==> src/rtl/mem_ctrl.sv <==
// mem_ctrl: byte-wide RAM controller arbitrating IC byte reads and LS 1/2/4-byte loads/stores (LS priority).
module mem_ctrl #(
  parameter logic [1:0] IO_HI = 2'b11
) (
  input  logic        clk,
  input  logic        rst,
  input  logic        en,
  input  logic        iIC_En,
  input  logic [31:0] iIC_Add,
  output logic        oIC_En,
  output logic [7:0]  oIC_Dat,
  input  logic        iLS_En,
  input  logic        iLS_Wr,
  input  logic [2:0]  iLS_Len,
  input  logic [31:0] iLS_Add,
  input  logic [31:0] iLS_Dat,
  output logic        oLS_En,
  output logic [31:0] oLS_Dat,
  input  logic [7:0]  mem_din,
  output logic [7:0]  mem_dout,
  output logic [31:0] mem_a,
  output logic        mem_wr,
  input  logic        io_buffer_full
);
  typedef enum logic [1:0] {IDLE, IC_RD, LS_RD, LS_WR} state_t;
  state_t      r_st;
  logic        r_ic_v, r_ls_v, r_ls_wr;
  logic [31:0] r_ic_add, r_ls_add, r_ls_dat, r_add, r_dat;
  logic [2:0]  r_ls_len, r_len, r_k;
  // A request arriving on the dispatch edge is served straight from the inputs.
  logic        w_ic_p, w_ls_p, w_ls_wr, w_stall;
  logic [31:0] w_ic_add, w_ls_add, w_ls_dat, w_a;
  logic [2:0]  w_ls_len, w_j2;
  assign w_ic_p   = r_ic_v | iIC_En;
  assign w_ls_p   = r_ls_v | iLS_En;
  assign w_ic_add = r_ic_v ? r_ic_add : iIC_Add;
  assign w_ls_wr  = r_ls_v ? r_ls_wr  : iLS_Wr;
  assign w_ls_len = r_ls_v ? r_ls_len : iLS_Len;
  assign w_ls_add = r_ls_v ? r_ls_add : iLS_Add;
  assign w_ls_dat = r_ls_v ? r_ls_dat : iLS_Dat;
  assign w_a      = r_add + {29'd0, r_k};
  assign w_stall  = io_buffer_full && (w_a[17:16] == IO_HI);
  assign w_j2     = r_k - 3'd2;
  always_ff @(posedge clk) begin
    if (rst) begin
      r_st <= IDLE;
      r_ic_v <= 1'b0;
      r_ls_v <= 1'b0;
      r_ls_wr <= 1'b0;
      r_ic_add <= '0;
      r_ls_add <= '0;
      r_ls_dat <= '0;
      r_ls_len <= '0;
      r_add <= '0;
      r_dat <= '0;
      r_len <= '0;
      r_k <= '0;
      oIC_En <= 1'b0;
      oIC_Dat <= '0;
      oLS_En <= 1'b0;
      oLS_Dat <= '0;
      mem_a <= '0;
      mem_dout <= '0;
      mem_wr <= 1'b0;
    end else if (!en) begin
      oIC_En <= 1'b0;
      oLS_En <= 1'b0;
      mem_wr <= 1'b0;
    end else begin
      oIC_En <= 1'b0;
      oLS_En <= 1'b0;
      mem_wr <= 1'b0;
      if (iIC_En) begin
        r_ic_v <= 1'b1;
        r_ic_add <= iIC_Add;
      end
      if (iLS_En) begin
        r_ls_v <= 1'b1;
        r_ls_wr <= iLS_Wr;
        r_ls_len <= iLS_Len;
        r_ls_add <= iLS_Add;
        r_ls_dat <= iLS_Dat;
      end
      case (r_st)
        IDLE: begin
          r_k <= '0;
          if (w_ls_p) begin
            r_ls_v <= 1'b0;
            r_st <= w_ls_wr ? LS_WR : LS_RD;
            r_add <= w_ls_add;
            r_len <= w_ls_len;
            r_dat <= w_ls_dat;
            if (!w_ls_wr) oLS_Dat <= '0;
          end else if (w_ic_p) begin
            r_ic_v <= 1'b0;
            mem_a <= w_ic_add;
            r_st <= IC_RD;
          end
        end
        IC_RD: begin
          r_k <= r_k + 3'd1;
          if (r_k == 3'd1) begin
            oIC_Dat <= mem_din;
            oIC_En <= 1'b1;
            r_st <= IDLE;
          end
        end
        LS_RD: begin
          r_k <= r_k + 3'd1;
          if (r_k < r_len) mem_a <= w_a;
          if (r_k >= 3'd2) oLS_Dat[{w_j2[1:0], 3'b000} +: 8] <= mem_din;
          if (r_k == r_len + 3'd1) begin
            oLS_En <= 1'b1;
            r_st <= IDLE;
          end
        end
        LS_WR: begin
          if (r_k == r_len) begin
            oLS_En <= 1'b1;
            r_st <= IDLE;
          end else if (!w_stall) begin
            mem_a <= w_a;
            mem_dout <= r_dat[7:0];
            r_dat <= r_dat >> 8;
            mem_wr <= 1'b1;
            r_k <= r_k + 3'd1;
          end
        end
        default: r_st <= IDLE;
      endcase
    end
  end
endmodule

==> config.mk <==
export PLATFORM = sky130hd
export DESIGN_NAME = mem_ctrl
export DESIGN_NICKNAME = d
export VERILOG_FILES = /design/src/rtl/mem_ctrl.sv
export SDC_FILE = /design/constraint.sdc
export NUM_CORES = 1
export LEC_CHECK = 0
export CAP_MARGIN = 20
export CORE_ASPECT_RATIO = 0.7
export CORE_MARGIN = 3
export CORE_UTILIZATION = 50
export DETAILED_ROUTE_END_ITERATION = 16
export PLACE_DENSITY = 0.81
export SLEW_MARGIN = 20
export SYNTH_ARGS = -nofsm -noshare
export SYNTH_HDL_FRONTEND = slang
export SYNTH_SLANG_ARGS = --single-unit
export TNS_END_PERCENT = 1
==> constraint.sdc <==
create_clock -name clk -period 9.2 [get_ports clk]
set_clock_uncertainty 0.2 [all_clocks]
set_input_delay 1.84 -clock clk [delete_from_list [all_inputs] [get_ports clk]]
set_output_delay 1.84 -clock clk [all_outputs]
set_load 0.03 [all_outputs]
---- Word-level counts from Yosys, hierarchy flattened ----
Cells that the tools add are included.
word-level totals
  flip-flop bits (word level) ............. 257
  output and inout port bits .............. 83
operators by class
  shift-type cells ........................ 2
  bitwise gates (word level) .............. 7
  add/sub/neg operators ................... 5
  equal/unequal tests ..................... 19
  order comparisons ....................... 2
  reduce and logical (&&, ||, !) cells .... 19
  mux-type cells .......................... 42
operator list
  cell                                                                    number
  32-bit two-way mux                                                      14
  32-bit case mux with 2 select lines                                     2
  32-bit case mux with 3 select lines                                     1
  32-bit by 3-bit adder with 32-bit output                                1
  32-bit bitwise mux                                                      1
  8-bit by 7-bit variable shift with 32-bit output, first input constant  1
  8-bit by 7-bit indexed part select with 32-bit output                   1
  2-bit != test, second input constant                                    11
  5-bit AND reduction                                                     3
  1-bit two-way mux                                                       13
  2-bit two-way mux                                                       5
  3-bit two-way mux                                                       3
  3-bit case mux with 3 select lines                                      1
  3-bit AND reduction                                                     3
  2-bit case mux with 4 select lines                                      1
  5-bit negation with 7-bit output                                        1
  7-bit AND reduction                                                     1
  3-bit by 1-bit adder with 3-bit output, second input constant           2
  2-bit equality test, second input constant                              3
  3-bit equality test                                                     2
  1-bit inverter                                                          5
  2-bit AND reduction                                                     2
  4-bit AND reduction                                                     1
  2-bit nonzero test                                                      2
  14 further kinds                                                        16

---- Longest topological paths before layout ----
Gate-level depths: netlist of the first run.
  word-level depth ........................ 6
  gate-level depth with buffers ........... 12
  gate-level depth less buffers ........... 10

---- Least setup slack after synthesis of the first run ----
Ideal clock, no wire load.
  path type ............................... input -> register
  start ................................... input en
  end ..................................... register r_dat[16]
  data required time ...................... 8862 ps
  arrival time ............................ 3217 ps
  stages on the path ...................... 9
  slack ................................... 5645 ps
  path through ............................ nand2b_1 nor3_1 nor2b_1 clkbuf_1 clkbuf_1 nor2_1 nor2_1 a211oi_1 nor3_2
between the ends
  longest elaborated chain between the ends .. 1
ends and longest elaborated chain
  what                           line  text
  start: declaration             7     input logic en,
  5-bit AND reduction (no line)  --
  end signal: assignment         92    r_dat <= w_ls_dat;
  end signal: assignment         124   r_dat <= r_dat >> 8;
  end: declaration               28    logic [31:0] r_ic_add, r_ls_add, r_ls_dat, r_add, r_dat;
No other way between the ends.
A chain may end at the register's enable or synchronous reset.

---- Final worst setup path of the first run ----
  start ................................... register r_k[0]
  end ..................................... register mem_dout[0]
between the ends
  longest elaborated chain between the ends .. 5
ends and longest elaborated chain
  what                                      line  text
  start: declaration                        29    logic [2:0] r_ls_len, r_len, r_k;
  start signal: assignment                  101   r_k <= r_k + 3'd1;
  start signal: assignment                  109   r_k <= r_k + 3'd1;
  start signal: assignment                  126   r_k <= r_k + 3'd1;
  32-bit by 3-bit adder with 32-bit output  41    assign w_a = r_add + {29'd0, r_k};
  2-bit equality test                       42    assign w_stall = io_buffer_full && (w_a[17:16] == IO_HI);
  1-bit logical AND                         42
  1-bit inverter (no line)                  --
  4-bit AND reduction (no line) (*)         --
  end signal: assignment                    123   mem_dout <= r_dat[7:0];
  end: declaration                          20    output logic [7:0] mem_dout,
Every way passes the cells marked *; elsewhere a longest branch is shown, timed or not.

==> impl_metrics.prom, run 1 <==
# TYPE chip_impl_metric gauge
chip_impl_info{name="cp_cell_sequence",value="ha_1, inv_1, fa_1, and2b_1, o2111ai_2, or3_4, a221oi_4, buf_4, or2_1, mux2i_1, nor2_1"} 1
chip_impl_metric{name="cts.path.max_buffers",unit=""} 3
chip_impl_metric{name="route.detailed.drc",unit=""} 0
chip_impl_metric{name="critPathMaxFanout",unit=""} 50
chip_impl_metric{name="grt_pass1_vias",unit=""} 10200
chip_impl_metric{name="maxCapViolations",unit=""} 0
chip_impl_metric{name="synth_edf_count",unit=""} 0
chip_impl_info{name="status",value="completed"} 1
chip_impl_metric{name="grt_antenna_before_repair",unit=""} 2
chip_impl_metric{name="1st_pass_router_iterations",unit=""} 5
chip_impl_metric{name="cts_inserted_buffers",unit=""} 27
chip_impl_metric{name="drive_gt1_share",unit="%"} 5.86
chip_impl_info{name="crit_path_start",value="r_k[0]"} 1
chip_impl_metric{name="worst_ep_arrival_time",unit="ns"} 4.55
chip_impl_metric{name="timing.final.hold_violations",unit=""} 0
chip_impl_metric{name="dr_total_vias",unit=""} 11200
chip_impl_metric{name="synth.net_count",unit=""} 1617
chip_impl_metric{name="nNetsFinal",unit=""} 1729
chip_impl_info{name="post-synth-top-area-cell",value="sky130_fd_sc_hd__dfxtp_1"} 1
chip_impl_metric{name="whs",unit="ns"} 0.252
chip_impl_metric{name="avgSynthCellArea",unit="sq um"} 8.15
chip_impl_metric{name="pre_cts_slack",unit="ns"} 4.18
chip_impl_metric{name="required",unit="ns"} 9.39
chip_impl_metric{name="power.static_leakage",unit="nW"} 5.29
chip_impl_info{name="cp-start-kind",value="flip-flop"} 1
chip_impl_info{name="setup_repair_after_global_routing_missed_its_margin",value="no"} 1
chip_impl_metric{name="floorplan.rows",unit=""} 47
chip_impl_metric{name="clock_power_share",unit="%"} 38.0
chip_impl_metric{name="globalRouteOverflowTotal",unit=""} 0
chip_impl_metric{name="dpl_cell_area",unit="sq um"} 14100
chip_impl_metric{name="tightest_slew",unit="ns"} 1.03
chip_impl_metric{name="path_clk_slew",unit="ns"} 0.06
chip_impl_metric{name="p_comb_share",unit="%"} 17.7
chip_impl_info{name="worst_hold_path_type",value="flip-flop to flip-flop"} 1
chip_impl_metric{name="totalWireLength",unit="mm"} 34.2
chip_impl_metric{name="floorplan.die_area",unit="sq um"} 26200
chip_impl_metric{name="final_min_period_over_clock_period",unit="%"} 47.4
chip_impl_metric{name="fillerInstances",unit=""} 2037
chip_impl_info{name="critPathKind",value="flip-flop to flip-flop"} 1
chip_impl_metric{name="netlist_instances",unit=""} 1490
chip_impl_metric{name="number_of_buffers_added_on_ports",unit=""} 196
chip_impl_metric{name="final_design_area_no_fill",unit="sq um"} 15000
chip_impl_metric{name="die_h",unit="um"} 136
chip_impl_metric{name="power_density",unit="nW/um^2"} 189
chip_impl_metric{name="synth_async_sr_flop_share",unit="%"} 0
chip_impl_metric{name="fin_tns_setup",unit="ns"} 0
chip_impl_info{name="tritoncts",value="yes"} 1
chip_impl_metric{name="die_width",unit="um"} 192
chip_impl_metric{name="track_usage",unit="%"} 25.0
chip_impl_info{name="synth.top_cells.by_area",value="sky130_fd_sc_hd__dfxtp_1 (42%), sky130_fd_sc_hd__mux2i_1 (8.9%), sky130_fd_sc_hd__nand2_1 (7.8%), sky130_fd_sc_hd__a21oi_1 (7.0%), sky130_fd_sc_hd__nor2_1 (4.1%)"} 1
chip_impl_metric{name="p_switching",unit="mW"} 0.821
chip_impl_metric{name="postCtsResizedCells",unit=""} 0
chip_impl_metric{name="synth_top_cell_area_share",unit="%"} 42.4
chip_impl_info{name="post-synth-top-count-cell",value="sky130_fd_sc_hd__dfxtp_1"} 1
chip_impl_metric{name="flip_flop_and_latch_count_after_synthesis",unit=""} 257
chip_impl_metric{name="mappedNetlistArea",unit="sq um"} 12100
chip_impl_metric{name="hpwl",unit="mm"} 23.3
chip_impl_metric{name="core",unit="sq um"} 23800
chip_impl_metric{name="first_pass_grt_wire_length",unit="mm"} 53.4
chip_impl_metric{name="critPathMaxStageDelay",unit="ns"} 0.55
chip_impl_metric{name="timing.slew.headroom",unit="%"} 31.2
chip_impl_metric{name="drv_slew",unit=""} 0
chip_impl_metric{name="number_of_primary_i_o_pins",unit=""} 197
chip_impl_info{name="ys_top_cells_by_count",value="sky130_fd_sc_hd__dfxtp_1 (257), sky130_fd_sc_hd__nand2_1 (252), sky130_fd_sc_hd__a21oi_1 (169), sky130_fd_sc_hd__nor2_1 (132), sky130_fd_sc_hd__mux2i_1 (108)"} 1
chip_impl_metric{name="drt-vias-per-instance",unit=""} 5.77
chip_impl_info{name="worst_setup_path_end_kind",value="flip-flop"} 1
chip_impl_metric{name="drtAntennaViolNets",unit=""} 0
chip_impl_metric{name="vdd.ir_drop.worst",unit="mV"} 0.121
chip_impl_metric{name="yosysWarningCount",unit=""} 0
chip_impl_info{name="cpMaxStageDelayCell",value="sky130_fd_sc_hd__or2_1"} 1
chip_impl_metric{name="post_cts_repair_timing_setup_buffer_count",unit=""} 0
chip_impl_metric{name="setup_slack",unit="ns"} 4.83
chip_impl_metric{name="seq_total_area_yosys",unit="%"} 42.4
chip_impl_metric{name="clkLatencyLatePin",unit="ns"} 0.53
chip_impl_metric{name="largest_net_degree_at_the_start_of_global_routing",unit=""} 102
chip_impl_metric{name="drt-wirelength-per-cell",unit="um"} 17.6
chip_impl_metric{name="seq_power_share",unit="%"} 44.3
chip_impl_metric{name="finalSetupViolCount",unit=""} 0
chip_impl_info{name="hold_start",value="oLS_Dat[29]"} 1
chip_impl_metric{name="switching_share",unit="%"} 29.0
chip_impl_metric{name="timing.final.crit_period",unit="ns"} 4.37
chip_impl_metric{name="synthDistinctLibCells",unit=""} 67
chip_impl_info{name="cts_root_buffer",value="sky130_fd_sc_hd__clkbuf_16"} 1
chip_impl_metric{name="core_occupancy_in_the_finished_layout",unit="%"} 63.2
chip_impl_metric{name="gp_routability_congestion",unit=""} 0.887
chip_impl_info{name="dominantRegCellSynth",value="sky130_fd_sc_hd__dfxtp_1"} 1
chip_impl_metric{name="syn_to_final_growth",unit="%"} 23.6
chip_impl_metric{name="htree_levels",unit=""} 1
chip_impl_metric{name="numClockSinks",unit=""} 257
chip_impl_info{name="reg_to_reg_startpoint",value="r_k[0]"} 1
chip_impl_metric{name="max_freq",unit="GHz"} 0.229
chip_impl_metric{name="start_util",unit="%"} 51.1
chip_impl_metric{name="first_iter_violations",unit=""} 1139
chip_impl_metric{name="internal_pwr_total",unit="mW"} 2.01
chip_impl_metric{name="cts_hold_buffers",unit=""} 0
## flip-flops by register name, indices dropped and copies added, names as in the netlist
signal / count
r_k: 3
r_ls_wr: 1
r_st: 2
r_dat: 32
mem_dout: 8
r_ls_len: 3
oIC_Dat: 8
r_ls_add: 32
r_ls_v: 1
oIC_En: 1
oLS_Dat: 32
r_add: 32
r_ls_dat: 32
r_ic_add: 32
mem_wr: 1
r_len: 3
oLS_En: 1
mem_a: 32
r_ic_v: 1
## power by group through the flow
stage | registers (mW) | clock network [mW] | logic, mW
after global placement | 1.27 | 0 | 0.476
after floorplan | 1.28 | 0 | 0.303
after detailed placement | 1.28 | 0 | 0.488
after CTS | 1.25 | 1.09 | 0.492
after global routing | 1.26 | 1.13 | 0.546
final | 1.25 | 1.08 | 0.500
## critical path, delay by kind of cell, from the launching register on
kind | cells | cell delay [ns]
buf+inv | 2 | 0.54
mux | 1 | 0.27
flops | 1 | 0.51
fa+ha+maj | 2 | 0.71
compound gates | 2 | 0.56
simple gates | 4 | 1.39
## per-layer routing
metal	GRT usage, %	up-vias	part of all wire (%)
met3	5.00	58	8.8
met1	37.7	5278	46
met4	5.42	2	2.0
met2	36.7	439	43
met5	0	-	0.050
li1	-	5419	-
## worst paths after layout
path / end / slack, ns / depth (start not counted)
hold reg to reg: oLS_Dat[29] / 0.25 / 2
setup reg to reg: mem_dout[0] / 4.83 / 11
hold / removal: oLS_Dat[29] / 0.25 / 2
setup / recovery: mem_dout[0] / 4.83 / 11
## per-stage QoR
step	total power, mW	cells
2_1_floorplan	1.58	1490
3_3_place_gp	1.75	1890
3_5_place_dp	1.76	1890
4_1_cts	2.84	1939
5_1_grt	2.94	1940
6_report	2.83	1941
## layout make-up
class / instances / area [sq um] / share of cell area, %
Sequential cell: 257 / 5150 / 34.3
Antenna cell: 1 / 2.50 / 0.0167
Clock inverter: 8 / 73.8 / 0.492
Inverter: 11 / 41.3 / 0.275
Timing Repair Buffer: 210 / 2090 / 13.9
Multi-Input combinational cell: 1095 / 6450 / 43.0
Tap cell: 318 / 398 / 2.65
Clock buffer: 41 / 800 / 5.33
## cell families after synthesis
| kind of cell | Yosys count | share of synthesized area (%) |
|---|---|---|
| AOI/OAI and AO/OA | 365 | 18.8 |
| xor gates and xnor gates | 27 | 1.95 |
| DFF | 257 | 42.4 |
| adders and majority gates | 13 | 1.40 |
| muxes | 111 | 9.27 |
| buffers and inverters | 138 | 4.70 |
| and+or+nand+nor | 579 | 21.6 |
## cell usage in the layout (no fill, tap or decap), types with 8 or more instances in the layout
cell	netlist	layout
sky130_fd_sc_hd__clkbuf_1	93	8
sky130_fd_sc_hd__nand2_1	252	251
sky130_fd_sc_hd__mux2i_1	108	108
sky130_fd_sc_hd__buf_4	4	13
sky130_fd_sc_hd__o21ai_0	64	64
sky130_fd_sc_hd__inv_1	11	11
sky130_fd_sc_hd__nor3_2	11	11
sky130_fd_sc_hd__a211oi_1	63	63
sky130_fd_sc_hd__dfxtp_1	257	254
sky130_fd_sc_hd__and3_1	9	9
sky130_fd_sc_hd__ha_1	12	12
sky130_fd_sc_hd__o41ai_1	17	17
sky130_fd_sc_hd__clkdlybuf4s50_1	0	195
sky130_fd_sc_hd__nor3_1	23	22
sky130_fd_sc_hd__nor2b_1	28	28
sky130_fd_sc_hd__o2bb2ai_1	8	8
sky130_fd_sc_hd__nand3_1	78	78
sky130_fd_sc_hd__clkbuf_16	0	28
sky130_fd_sc_hd__xor2_1	8	8
sky130_fd_sc_hd__a21oi_1	169	169
sky130_fd_sc_hd__nor2_1	132	132
sky130_fd_sc_hd__xnor2_1	19	19
No activity file was read; power rests on OpenSTA's default activity.
==> run 2, diff against run 1 <==
--- a/config.mk
+++ b/config.mk
@@ -8,9 +8,9 @@
 export CAP_MARGIN = 20
 export CORE_ASPECT_RATIO = 0.7
 export CORE_MARGIN = 3
-export CORE_UTILIZATION = 50
+export CORE_UTILIZATION = 49
 export DETAILED_ROUTE_END_ITERATION = 16
-export PLACE_DENSITY = 0.81
+export PLACE_DENSITY = 0.83
 export SLEW_MARGIN = 20
 export SYNTH_ARGS = -nofsm -noshare
 export SYNTH_HDL_FRONTEND = slang
==> constraint.sdc (replaced) <==
create_clock -name clk -period 3.63 [get_ports clk]
set_clock_uncertainty 0.2 [all_clocks]
set_input_delay 0.726 -clock clk [delete_from_list [all_inputs] [get_ports clk]]
set_output_delay 0.726 -clock clk [all_outputs]
set_load 0.03 [all_outputs]
==> run 2 against run 1 <==
Effect of this change:
- sequential power rose to 2.5 times the previous value
- hold slack got worse by 0.00075 ns
- largest cell class unchanged
- non-clock buffer count up 11
- utilization fell by 0.17 points
- cell count grew 0.31%
- clock power rose to 2.5 times the previous value
- routed wire length increased by 0.62%
==> impl_metrics.prom, run 2 (synthesis results as in run 1) <==
# TYPE chip_impl_metric gauge
chip_impl_metric{name="whs",unit="ns"} 0.251
chip_impl_metric{name="largest_net_degree_at_the_start_of_global_routing",unit=""} 123
chip_impl_metric{name="globalRouteOverflowTotal",unit=""} 0
chip_impl_metric{name="vdd.ir_drop.worst",unit="mV"} 0.415
chip_impl_metric{name="clkLatencyLatePin",unit="ns"} 0.53
chip_impl_metric{name="post-place-cells",unit=""} 1902
chip_impl_info{name="cp-start-kind",value="flip-flop"} 1
chip_impl_metric{name="1st_pass_router_iterations",unit=""} 5
chip_impl_metric{name="fin_tns_setup",unit="ns"} 0
chip_impl_metric{name="max_freq",unit="GHz"} 0.296
chip_impl_metric{name="finish.cell_count_without_fillers",unit=""} 1947
chip_impl_info{name="cts_root_buffer",value="sky130_fd_sc_hd__clkbuf_16"} 1
chip_impl_metric{name="drt-vias-per-instance",unit=""} 5.69
chip_impl_metric{name="die_h",unit="um"} 138
chip_impl_metric{name="post_layout_power",unit="mW"} 7.21
chip_impl_metric{name="number_of_buffers_added_on_ports",unit=""} 196
chip_impl_metric{name="critPathMaxFanout",unit=""} 28
chip_impl_metric{name="syn_to_final_growth",unit="%"} 24.5
chip_impl_metric{name="power.static_leakage",unit="nW"} 5.36
chip_impl_metric{name="timing.slew.headroom",unit="%"} 42.0
chip_impl_metric{name="drv_slew",unit=""} 0
chip_impl_metric{name="final_min_period_over_clock_period",unit="%"} 93.2
chip_impl_metric{name="floorplan.die_area",unit="sq um"} 26700
chip_impl_info{name="critPathKind",value="flip-flop to flip-flop"} 1
chip_impl_info{name="worst_setup_path_end_kind",value="flip-flop"} 1
chip_impl_metric{name="number_of_primary_i_o_pins",unit=""} 197
chip_impl_metric{name="required",unit="ns"} 3.85
chip_impl_metric{name="start_util",unit="%"} 50.6
chip_impl_metric{name="cts.path.max_buffers",unit=""} 3
chip_impl_metric{name="core",unit="sq um"} 24000
chip_impl_metric{name="post_cts_repair_timing_setup_buffer_count",unit=""} 0
chip_impl_metric{name="grt_pass1_vias",unit=""} 10100
chip_impl_metric{name="finalSetupViolCount",unit=""} 0
chip_impl_metric{name="nNetsFinal",unit=""} 1739
chip_impl_metric{name="htree_levels",unit=""} 1
chip_impl_metric{name="worst_ep_arrival_time",unit="ns"} 3.61
chip_impl_metric{name="drtAntennaViolNets",unit=""} 0
chip_impl_metric{name="numClockSinks",unit=""} 257
chip_impl_info{name="final_common_cell",value="sky130_fd_sc_hd__dfxtp_1"} 1
chip_impl_metric{name="first_pass_grt_wire_length",unit="mm"} 54.1
chip_impl_info{name="final_cell_mix",value="sky130_fd_sc_hd__dfxtp_1 (254), sky130_fd_sc_hd__nand2_1 (251), sky130_fd_sc_hd__clkdlybuf4s50_1 (195)"} 1
chip_impl_metric{name="track_usage",unit="%"} 24.5
chip_impl_info{name="status",value="completed"} 1
chip_impl_metric{name="floorplan.rows",unit=""} 47
chip_impl_metric{name="timing.final.crit_period",unit="ns"} 3.38
chip_impl_metric{name="timing.final.hold_violations",unit=""} 0
chip_impl_metric{name="gp_routability_congestion",unit=""} 0.895
chip_impl_metric{name="hpwl",unit="mm"} 24.1
chip_impl_metric{name="drt-wirelength-per-cell",unit="um"} 17.7
chip_impl_metric{name="insertedDiodeCount",unit=""} 0
chip_impl_metric{name="power_density",unit="nW/um^2"} 477
chip_impl_metric{name="final_design_area_no_fill",unit="sq um"} 15100
chip_impl_metric{name="grt_antenna_before_repair",unit=""} 2
chip_impl_metric{name="route.detailed.drc",unit=""} 0
chip_impl_metric{name="tightest_slew",unit="ns"} 0.863
chip_impl_info{name="setup_repair_after_global_routing_missed_its_margin",value="no"} 1
chip_impl_metric{name="first_iter_violations",unit=""} 883
chip_impl_metric{name="maxCapViolations",unit=""} 0
chip_impl_metric{name="die_width",unit="um"} 194
chip_impl_metric{name="cts_inserted_buffers",unit=""} 26
chip_impl_info{name="tritoncts",value="yes"} 1
chip_impl_metric{name="dr_total_vias",unit=""} 11100
chip_impl_metric{name="totalWireLength",unit="mm"} 34.4
chip_impl_metric{name="drive_gt1_share",unit="%"} 6.63
chip_impl_info{name="worst_hold_path_type",value="flip-flop to flip-flop"} 1
chip_impl_metric{name="path_clk_slew",unit="ns"} 0.06
chip_impl_metric{name="dpl_cell_area",unit="sq um"} 14200
==> run 2: timing repair <==
item / in CTS / in global routing
endpoints found under the hold margin: 0 / 0
endpoints found under the setup margin: 0 / 25
resized for setup: 0 / 2
hold buffers: 0 / 0
==> run 2: final timing paths <==
| check | from | to | slack (ns) | cells past startpoint |
|---|---|---|---|---|
| setup reg to reg | r_k[0] | mem_a[31] | 0.25 | 12 |
| hold / removal | oLS_Dat[22] | oLS_Dat[22] | 0.25 | 2 |
| hold reg to reg | oLS_Dat[22] | oLS_Dat[22] | 0.25 | 2 |
| setup / recovery | r_k[0] | mem_a[31] | 0.25 | 12 |
==> run 2: critical path, stage by stage, from the launching register on <==
cell and delay (ns):
sky130_fd_sc_hd__dfxtp_1 0.35, sky130_fd_sc_hd__ha_1 0.21, sky130_fd_sc_hd__inv_1 0.07, sky130_fd_sc_hd__fa_1 0.39, sky130_fd_sc_hd__and2b_1 0.32, sky130_fd_sc_hd__o2111ai_2 0.14, sky130_fd_sc_hd__buf_4 0.21, sky130_fd_sc_hd__or4_1 0.38
sky130_fd_sc_hd__and3_1 0.22, sky130_fd_sc_hd__nor2_4 0.21, sky130_fd_sc_hd__buf_4 0.30, sky130_fd_sc_hd__a2111oi_2 0.08, sky130_fd_sc_hd__o21ba_1 0.21
==> run 2: routing by layer <==
metal  up-vias  global-route usage [%]  part of all wire [%]
met5         -                       0                 0.061
met1      5197                    36.7                    48
met4         4                    4.46                   1.5
met2       384                    37.0                    43
met3        47                    4.79                   7.7
li1       5440                       -                     -
==> run 2: per-stage QoR <==
step           util [%]  worst slack, ns
6_report           63.0            0.247
5_1_grt            63.0           0.0259
2_1_floorplan         -            0.426
3_3_place_gp       59.3            0.292
4_1_cts            63.0            0.160
3_5_place_dp       59.3            0.189
==> run 2: cell type report <==
cell class              count  area, sq um
clock buffers              41          838
multi-input cells        1095         6450
flip-flops and latches    257         5150
well taps                 318          398
repair buffers            221         2190
inverters                  11         41.3
fillers                  2030         8870
clock inverters             4         50.0
==> run 2: power by group <==
group	total (mW)	internal (mW)	switching, mW
Sequential	3.17	3.00	0.172
Combinational	1.28	0.512	0.770
Clock	2.75	1.64	1.11
